[src/rtl/vga_timing_pkg.sv]
// Shared phase encoding and default 640x480@60 raster timing for the VGA timing controller.
package vga_timing_pkg;

    typedef enum logic [1:0] {
        PH_SYNC   = 2'b00,
        PH_BACK   = 2'b01,
        PH_ACTIVE = 2'b10,
        PH_FRONT  = 2'b11
    } phase_e;

    localparam int unsigned DEF_H_SYNC   = 96;
    localparam int unsigned DEF_H_BP     = 48;
    localparam int unsigned DEF_H_ACTIVE = 640;
    localparam int unsigned DEF_H_FP     = 16;
    localparam int unsigned DEF_V_SYNC   = 2;
    localparam int unsigned DEF_V_BP     = 33;
    localparam int unsigned DEF_V_ACTIVE = 480;
    localparam int unsigned DEF_V_FP     = 10;

    localparam int unsigned H_TOTAL = DEF_H_SYNC + DEF_H_BP + DEF_H_ACTIVE + DEF_H_FP;
    localparam int unsigned V_TOTAL = DEF_V_SYNC + DEF_V_BP + DEF_V_ACTIVE + DEF_V_FP;

    // Phase implied by a counter value, given the first count of BACK, ACTIVE and FRONT.
    function automatic phase_e phase_of(input logic [9:0] count, input logic [9:0] back_start,
                                        input logic [9:0] active_start,
                                        input logic [9:0] front_start);
        if (count < back_start) begin
            return PH_SYNC;
        end else if (count < active_start) begin
            return PH_BACK;
        end else if (count < front_start) begin
            return PH_ACTIVE;
        end
        return PH_FRONT;
    endfunction

endpackage

[src/rtl/vga_timing_ctrl_axis_seq.sv]
// One raster axis: wrapping position counter plus SYNC/BACK/ACTIVE/FRONT phase FSM.
module vga_axis_seq
    import vga_timing_pkg::*;
#(
    parameter int unsigned SYNC   = DEF_H_SYNC,
    parameter int unsigned BP     = DEF_H_BP,
    parameter int unsigned ACTIVE = DEF_H_ACTIVE,
    parameter int unsigned FP     = DEF_H_FP
) (
    input  logic       clk,
    input  logic       reset,
    input  logic       step,
    input  logic       clear,
    output logic [9:0] count,
    output logic [1:0] phase,
    output logic       wrap
);

    localparam logic [9:0] BACK_START   = 10'(SYNC);
    localparam logic [9:0] ACTIVE_START = 10'(SYNC + BP);
    localparam logic [9:0] FRONT_START  = 10'(SYNC + BP + ACTIVE);
    localparam logic [9:0] LAST         = 10'(SYNC + BP + ACTIVE + FP - 1);

    logic [9:0] count_q;
    logic [9:0] count_d;
    phase_e     phase_q;

    assign wrap    = step & (count_q == LAST);
    assign count_d = wrap ? '0 : count_q + 10'd1;

    always_ff @(posedge clk or posedge reset) begin
        if (reset) begin
            count_q <= '0;
            phase_q <= PH_SYNC;
        end else if (clear) begin
            count_q <= '0;
            phase_q <= PH_SYNC;
        end else if (step) begin
            count_q <= count_d;
            // A phase that has drifted from its counter range is resynchronised on this step.
            if (phase_q != phase_of(count_q, BACK_START, ACTIVE_START, FRONT_START)) begin
                phase_q <= phase_of(count_d, BACK_START, ACTIVE_START, FRONT_START);
            end else begin
                unique case (phase_q)
                    PH_SYNC:   if (count_d == BACK_START)   phase_q <= PH_BACK;
                    PH_BACK:   if (count_d == ACTIVE_START) phase_q <= PH_ACTIVE;
                    PH_ACTIVE: if (count_d == FRONT_START)  phase_q <= PH_FRONT;
                    PH_FRONT:  if (wrap)                    phase_q <= PH_SYNC;
                endcase
            end
        end
    end

    assign count = count_q;
    assign phase = phase_q;

endmodule

[src/rtl/vga_timing_ctrl.sv]
// VGA raster timing: pixel-rate divider, H/V axis sequencers, sync and active-window decode.
// Define VGA_OUT_REG_EN to add one aligned output register stage on every output.
module vga_timing_ctrl
    import vga_timing_pkg::*;
#(
    parameter int unsigned CLK_DIV  = 2,
    parameter int unsigned H_SYNC   = DEF_H_SYNC,
    parameter int unsigned H_BP     = DEF_H_BP,
    parameter int unsigned H_ACTIVE = DEF_H_ACTIVE,
    parameter int unsigned H_FP     = DEF_H_FP,
    parameter int unsigned V_SYNC   = DEF_V_SYNC,
    parameter int unsigned V_BP     = DEF_V_BP,
    parameter int unsigned V_ACTIVE = DEF_V_ACTIVE,
    parameter int unsigned V_FP     = DEF_V_FP
) (
    input  logic       clk,
    input  logic       reset,
    input  logic       enable,
    output logic       pixel_tick,
    output logic [9:0] hCount,
    output logic [9:0] vCount,
    output logic       hsync,
    output logic       vsync,
    output logic       on_h,
    output logic       on_v,
    output logic       video_on,
    output logic [1:0] h_phase,
    output logic [1:0] v_phase,
    output logic       line_start,
    output logic       frame_start
);

    localparam int unsigned     DIV_W   = (CLK_DIV > 1) ? $clog2(CLK_DIV) : 1;
    localparam logic [DIV_W-1:0] DIV_MAX = DIV_W'(CLK_DIV - 1);

    logic [DIV_W-1:0] div_q;
    logic             tick;
    logic             h_wrap;
    logic             v_wrap;
    logic [9:0]       h_count;
    logic [9:0]       v_count;
    logic [1:0]       h_ph;
    logic [1:0]       v_ph;

    always_ff @(posedge clk or posedge reset) begin
        if (reset) begin
            div_q <= '0;
        end else if (enable) begin
            div_q <= (div_q == DIV_MAX) ? '0 : div_q + DIV_W'(1);
        end
    end

    // Gated by reset so the tick is already low while reset is held with enable high.
    assign tick = enable & ~reset & (div_q == DIV_MAX);

    vga_axis_seq #(
        .SYNC   (H_SYNC),
        .BP     (H_BP),
        .ACTIVE (H_ACTIVE),
        .FP     (H_FP)
    ) u_h_axis (
        .clk   (clk),
        .reset (reset),
        .step  (tick),
        .clear (1'b0),
        .count (h_count),
        .phase (h_ph),
        .wrap  (h_wrap)
    );

    vga_axis_seq #(
        .SYNC   (V_SYNC),
        .BP     (V_BP),
        .ACTIVE (V_ACTIVE),
        .FP     (V_FP)
    ) u_v_axis (
        .clk   (clk),
        .reset (reset),
        .step  (h_wrap),
        .clear (1'b0),
        .count (v_count),
        .phase (v_ph),
        .wrap  (v_wrap)
    );

    logic hsync_c;
    logic vsync_c;
    logic on_h_c;
    logic on_v_c;

    assign hsync_c = (h_ph != PH_SYNC);
    assign vsync_c = (v_ph != PH_SYNC);
    assign on_h_c  = (h_ph == PH_ACTIVE);
    assign on_v_c  = (v_ph == PH_ACTIVE);

`ifdef VGA_OUT_REG_EN
    always_ff @(posedge clk or posedge reset) begin
        if (reset) begin
            pixel_tick  <= 1'b0;
            hCount      <= '0;
            vCount      <= '0;
            hsync       <= 1'b0;
            vsync       <= 1'b0;
            on_h        <= 1'b0;
            on_v        <= 1'b0;
            video_on    <= 1'b0;
            h_phase     <= PH_SYNC;
            v_phase     <= PH_SYNC;
            line_start  <= 1'b0;
            frame_start <= 1'b0;
        end else begin
            pixel_tick  <= tick;
            hCount      <= h_count;
            vCount      <= v_count;
            hsync       <= hsync_c;
            vsync       <= vsync_c;
            on_h        <= on_h_c;
            on_v        <= on_v_c;
            video_on    <= on_h_c & on_v_c;
            h_phase     <= h_ph;
            v_phase     <= v_ph;
            line_start  <= h_wrap;
            frame_start <= v_wrap;
        end
    end
`else
    assign pixel_tick  = tick;
    assign hCount      = h_count;
    assign vCount      = v_count;
    assign hsync       = hsync_c;
    assign vsync       = vsync_c;
    assign on_h        = on_h_c;
    assign on_v        = on_v_c;
    assign video_on    = on_h_c & on_v_c;
    assign h_phase     = h_ph;
    assign v_phase     = v_ph;
    assign line_start  = h_wrap;
    assign frame_start = v_wrap;
`endif

endmodule

[config.mk]
export PLATFORM = sky130hd
export DESIGN_NAME = vga_timing_ctrl
export DESIGN_NICKNAME = d
export VERILOG_FILES = /design/src/rtl/vga_timing_pkg.sv /design/src/rtl/vga_timing_ctrl_axis_seq.sv /design/src/rtl/vga_timing_ctrl.sv
export SDC_FILE = /design/constraint.sdc
export NUM_CORES = 1
export LEC_CHECK = 0
export ABC_AREA = 1
export CAP_MARGIN = 25
export CORE_AREA = 2 2 72 67
export DETAILED_ROUTE_END_ITERATION = 12
export DIE_AREA = 0 0 74 69
export PLACE_DENSITY_LB_ADDON = 0.08
export RECOVER_POWER = 100
export SLEW_MARGIN = 20
export SYNTH_ARGS = -nofsm -noshare
export SYNTH_HDL_FRONTEND = slang
export SYNTH_HIERARCHICAL = 1
export SYNTH_SLANG_ARGS = --single-unit
[constraint.sdc]
create_clock -name clk -period 4.07 [get_ports clk]
set_input_delay 0.814 -clock clk [delete_from_list [all_inputs] [get_ports clk]]
set_output_delay 0.814 -clock clk [all_outputs]
set_load 0.03 [all_outputs]
Yosys cells after proc, flatten, opt, wreduce, memory -nomap -nowiden
Cells that the tools add are included.
{"block": "op_classes", "n_mux": 51, "n_eq_ne": 24, "bitwise_logic": 6, "magnitude_cmp": 12, "reduce_logical": 6, "add_sub_neg": 3}
{"operator": "$mux W2", "count": 28}
{"operator": "$eq A10 B10 Y1 const B", "count": 4}
{"operator": "$lt A10 B10 Y1 const B", "count": 4}
{"operator": "$ne A3 B1 Y1 const B", "count": 8}
{"operator": "$add A10 B1 Y10 const B", "count": 2}
{"operator": "$lt A10 B2 Y1 const B", "count": 2}
{"operator": "$lt A10 B6 Y1 const B", "count": 2}
{"operator": "$lt A10 B7 Y1 const B", "count": 2}
{"operator": "$lt A10 B8 Y1 const B", "count": 2}
{"operator": "$mux W10", "count": 2}
{"operator": "$mux W1", "count": 19}
{"operator": "$pmux W2 S4", "count": 2}
{"operator": "$eq A10 B2 Y1 const B", "count": 1}
{"operator": "$eq A10 B6 Y1 const B", "count": 1}
{"operator": "$eq A10 B7 Y1 const B", "count": 1}
{"operator": "$eq A10 B8 Y1 const B", "count": 1}
{"operator": "$reduce_and A5 Y1", "count": 2}
{"operator": "$eq A2 B2 Y1 const B", "count": 4}
{"operator": "$and A1 B1 Y1", "count": 5}
{"operator": "$eq A2 B1 Y1 const B", "count": 2}
{"operator": "$logic_not A2 Y1", "count": 2}
{"operator": "$ne A2 B2 Y1", "count": 2}
{"operator": "$reduce_bool A2 Y1", "count": 2}
{"operator": "$add A1 B1 Y1 const B", "count": 1}
{"operator": "$not A1 Y1", "count": 1}
{"block": "word_totals", "input_bits": 3, "register_bits": 25, "elab_cells": 107}

Depth between registers and ports, before layout
{"block": "logic_depth", "depth_word": 14, "mapped_depth": 19, "ltp_nobuf": 19}

Cells and area by module
The synthesis kept the hierarchy.
{"module": "vga_axis_seq at u_v_axis", "instances": 1, "seq_area_each_um2": 300.3, "cells_each": 194, "area_each_um2": 1290.0}
{"module": "vga_axis_seq at u_h_axis", "instances": 1, "seq_area_each_um2": 300.3, "cells_each": 166, "area_each_um2": 1118.6}
{"module": "vga_timing_ctrl", "instances": 1, "seq_area_each_um2": 25.0, "cells_each": 18, "area_each_um2": 93.8}

Worst setup path after synthesis
Ideal clock, no wire load.
{"block": "synth_path", "path_type": "input to output", "start": "input enable", "end": "output frame_start", "arrival_ns": 3.314, "cell_stages": 10, "path_slack_ns": -0.058, "t_required_ns": 3.256, "path_buffers": 0, "path_cell_list": "nand2_1 > nor2_1 > inv_1 > nor2_1 > nand3_1 > nor3_1 > inv_1 > nor2_1 > nand3_1 > inv_1"}
{"block": "synth_between", "elab_chain_cells": 4}
{"element": "from (decl)", "line_no": "vga_timing_ctrl.sv:18", "rtl": "input logic enable,"}
{"element": "$and A1 B1 Y1 (2 in a row)", "line_no": "vga_timing_ctrl.sv:54", "rtl": "assign tick = enable & ~reset & (div_q == DIV_MAX);"}
{"element": "net pixel_tick", "line_no": "vga_timing_ctrl.sv:19", "rtl": "output logic pixel_tick,"}
{"element": "$and A1 B1 Y1", "line_no": "vga_timing_ctrl_axis_seq.sv:28", "rtl": "assign wrap = step & (count_q == LAST);"}
{"element": "net line_start", "line_no": "vga_timing_ctrl.sv:29", "rtl": "output logic line_start,"}
{"element": "$and A1 B1 Y1", "line_no": "vga_timing_ctrl_axis_seq.sv:28"}
{"element": "to (decl)", "line_no": "vga_timing_ctrl.sv:30", "rtl": "output logic frame_start"}
The timed path passes the listed nets, and every way through them passes these cells.

Worst setup path after layout
{"block": "layout_path", "start": "input enable", "end": "output line_start"}
{"block": "layout_between", "elab_chain_cells": 3}
{"element": "$and A1 B1 Y1 (2 in a row)", "line_no": "vga_timing_ctrl.sv:54"}
{"element": "$and A1 B1 Y1", "line_no": "vga_timing_ctrl_axis_seq.sv:28"}
{"element": "to (decl)", "line_no": "vga_timing_ctrl.sv:29"}
No other way between the ends.

==> summary.md <==
| Metric | Value |
|---|---|
| Critical path class | in -> out |
| Syn Inst Count | 378 |
| CP endpoint kind | output port |
| HPWL after detailed placement | between 4000 and 5000 um |
| Die H | 69 um |
| Ys async rst share | 100% |
| WP data required | approximately 3.3 ns |
| Critical path fanouts, max | 4 |
| GR Overflow Total | 0 |
| Status | completed |
| Post-synth EDFFs | 0 |
| Area delta synth->final | 16.6% |
| Initial antenna violation count | 0 |
| Tot GR Track Use | 25.6% |
| Area of the multi-input gates | 1620 um2 |
| Die area | 5110 um2 |
| Avg Vias per Cell | approximately 5.4 |
| Distinct cell type count after synthesis | 31 |
| Register area | between 600 and 700 um2 |
| Final Hold Fails | 0 |
| Final Setup Violations | 0 |
| CP peak stage delay | 0.79 ns |
| Clk pin slew, worst setup/hold paths | 0.09 ns |
| Area leader, netlist | dfrtp_1 |
| Starting DRT DRC Count | 236 |
| Top cell type's share of synthesized area | 25.0% |
| Worst Tran Pin Value | 0.520 ns |
| Psw | 0.386 mW |
| Share of cells above drive strength 1 | between 10% and 20% |
| Clock sinks | 25 |
| Hold_buf cts | 0 |
| Sequential area share after synthesis | 25.0% |
| Crit path buf inv count | 3 |
| Max-Slew Margin vs Limit | between 60% and 70% |
| Startpoint type of the worst setup path | input pin |
| IO Pins | 35 |
| Slew Limit Fails | 0 |
| Num CTS Buffers | 3 |
| Max layer used | met4 |
| Setup tns final | 0 ns |
| Final ANT Viol Nets | 0 |
| Clk root buf | clkbuf_8 |
| Worst path top cell family by delay | buffers and inverters |
| Rows | 23 |
| Antenna cells | 0 |
| Critical path depth | 8 |
| Post-synthesis sequential element count | 25 |
| Power per Cell Area | around 300 nW/um2 |
| Fmax | 0.266 GHz |
| Worst Hold Depth | 2 |
| Reg2reg setup slack | 1.28 ns |
| Post CTS Setup Buffer Count | 0 |
| Gate power share | ~47% |
| Initial core utilization | 57.6% |
| Power Internal | just under 0.5 mW |
| R2R depth | 18 |
| RR Endpoint | u_v_axis/phase[0]$_DFFE_PP0P_ |
| Die Width | 74 um |
| Tmin final | roughly 3.8 ns |
| Reported max-cap violation count | 0 |
| Sw Ratio | 44.2% |
| Met3 wire len | 477 um |
| Total power | about 0.87 mW |
| CTS tree | built |
| Dpl ws | 0.330 ns |
| Resize count post-CTS | 0 |
| Clock latency on the worst-skew pair | between 0.2 and 0.3 ns |
| Worst vdd ir | 0.277 mV |
| I/O Buffers | 34 |
| Clk pwr share | 18.2% |
| Remaining DRCs | 0 |
| Static Leak | 1.59 nW |
| Worst Setup SP | enable |
| Met2 Wirelength | 2650 um |
| Final worst path period share | 92.2% |
| Avg Cell Area, Syn | 6.62 um2 |
| End point of the critical path | line_start |
| R2r startpoint | u_h_axis/count[0]$_DFFE_PP0P_ |
| Synth Cell Area | 2500 um2 |
| CP Data Arrival Time | 2.94 ns |
| Htree depth | 1 |
| RSZ-0062 raised after global routing | false |
| Skew final | between 0.004 and 0.005 ns |
| Flop pwr share | 35.0% |
| GPL Wtd Cong | 0.910 |
| Vias | 2597 |
| Maximum buffer depth of the clock tree | 2 |
| Vias in the first global route | 2295 |
| Setup WS post-layout | about 0.32 ns |
| Synth top cells by count | nand2_1 (97), nand3_1 (46), inv_1 (45), nor2_1 (37), dfrtp_1 (25) |
| Most frequent cell after synthesis | nand2_1 |
| First-pass iteration count of the detailed router | 5 |
| Wire length per cell | 13.0 um |
| Core Region | 4350 um2 |
| Critical path, cell by cell | dlygate4sd3_1 > nand2_1 > nor2_1 > inv_1 > nor2_1 > nand3_1 > nor3_2 > dlygate4sd3_1 |
| Hold Path Class | reg -> reg |
| Hold WS | between 0.5 and 0.6 ns |
| WL final | 6240 um |
| Met1 Wirelength | 3050 um |
| Synth Warn # | 6 |
| Largest net degree at the start of global routing | 15 |
| Synth area leaders | dfrtp_1 (25%), nand2_1 (15%), nand3_1 (9.2%), inv_1 (6.8%), ha_1 (6.5%) |
| Fin nets | 434 |
| Most common flop cell mapped by yosys | dfrtp_1 |
| Critical-path top delay cell | dlygate4sd3_1 |
| First-pass GRT wire length | 10600 um |
| Filler cells | 400 |
==> routing by layer <==
| layer | track usage [%] | up-vias |
|---|---|---|
| met4 | 7.68 | 0 |
| li1 | - | 1299 |
| met5 | 0 | - |
| met3 | 2.05 | 9 |
| met2 | 35.5 | 138 |
| met1 | 41.4 | 1151 |
==> per-stage QoR <==
step | area [um2] | instances | utilization, %
finish | 2920 | 479 | 67.1
global placement | 2920 | 475 | 67.2
detailed placement | 2920 | 475 | 67.2
CTS | 2970 | 479 | 68.3
floorplan | 2520 | 382 | -
global route | 2920 | 479 | 67.1
==> state kept, by name, indices dropped and copies added, names as in the netlist <==
register        count
u_v_axis/count     10
u_v_axis/phase      2
u_h_axis/phase      2
div_q               1
u_h_axis/count     10
==> power groups by stage <==
stage / clock [mW] / combinational, mW / sequential, mW
floorplan: 0 / 0.281 / 0.335
global placement: 0 / 0.423 / 0.312
detailed placement: 0 / 0.434 / 0.312
CTS: 0.161 / 0.436 / 0.309
global route: 0.172 / 0.457 / 0.312
finish: 0.159 / 0.408 / 0.306
==> cell type report <==
class	count	area share [%]
multi-input combinational	297	55.5
sequential	25	21.5
timing repair buffer	35	11.6
inverter	56	7.21
tap	62	2.66
clock buffer	3	1.42
clock inverter	1	0.172
==> worst min path at each step <==
stage                       from  slack, ns                end
4_1_cts        div_q$_DFFE_PP0P_       0.54  div_q$_DFFE_PP0P_
3_5_place_dp   div_q$_DFFE_PP0P_       0.52  div_q$_DFFE_PP0P_
3_3_place_gp   div_q$_DFFE_PP0P_       0.51  div_q$_DFFE_PP0P_
2_1_floorplan  div_q$_DFFE_PP0P_       0.48  div_q$_DFFE_PP0P_
5_1_grt        div_q$_DFFE_PP0P_       0.56  div_q$_DFFE_PP0P_
6_report       div_q$_DFFE_PP0P_       0.54  div_q$_DFFE_PP0P_
==> kinds of logic (layout without fill, tap and decap cells) <==
logic type	after synthesis	count (layout)	synth area share, %
other cells	1	5	0.150
xor+xnor	1	1	0.350
simple gates	240	240	49.8
flops	25	25	25.0
compound gates	38	38	8.80
fa+ha+maj	13	13	6.50
buf+inv	60	95	9.40
==> worst register-to-register path, cell delays in order (launching register included) <==
cell	delay (ns)
dfrtp_1	0.45
ha_1	0.26
nand2_2	0.09
nor2_4	0.15
inv_1	0.09
nor3_2	0.27
nand2_1	0.14
nor2_4	0.12
nand3_4	0.14
nand2_2	0.10
nand2_1	0.16
nor2_4	0.16
nand3_1	0.11
nand3_1	0.11
nand2_2	0.07
nor2_4	0.10
nand2_2	0.06
nand2_1	0.07
nand2_1	0.05
==> placed cells by master (no fill, tap or decap), drive strengths merged, types with 6 or more instances in the layout <==
master       Yosys  routed
nand2          118     118
nand3           57      57
inv             55      55
nor2            52      52
dlygate4sd3      0      33
dfrtp           25      25
o22ai           16      16
o21ai           15      15
ha              13      13
nand4            7       7
a21oi            6       6
Power figures use the tool's default switching activity.
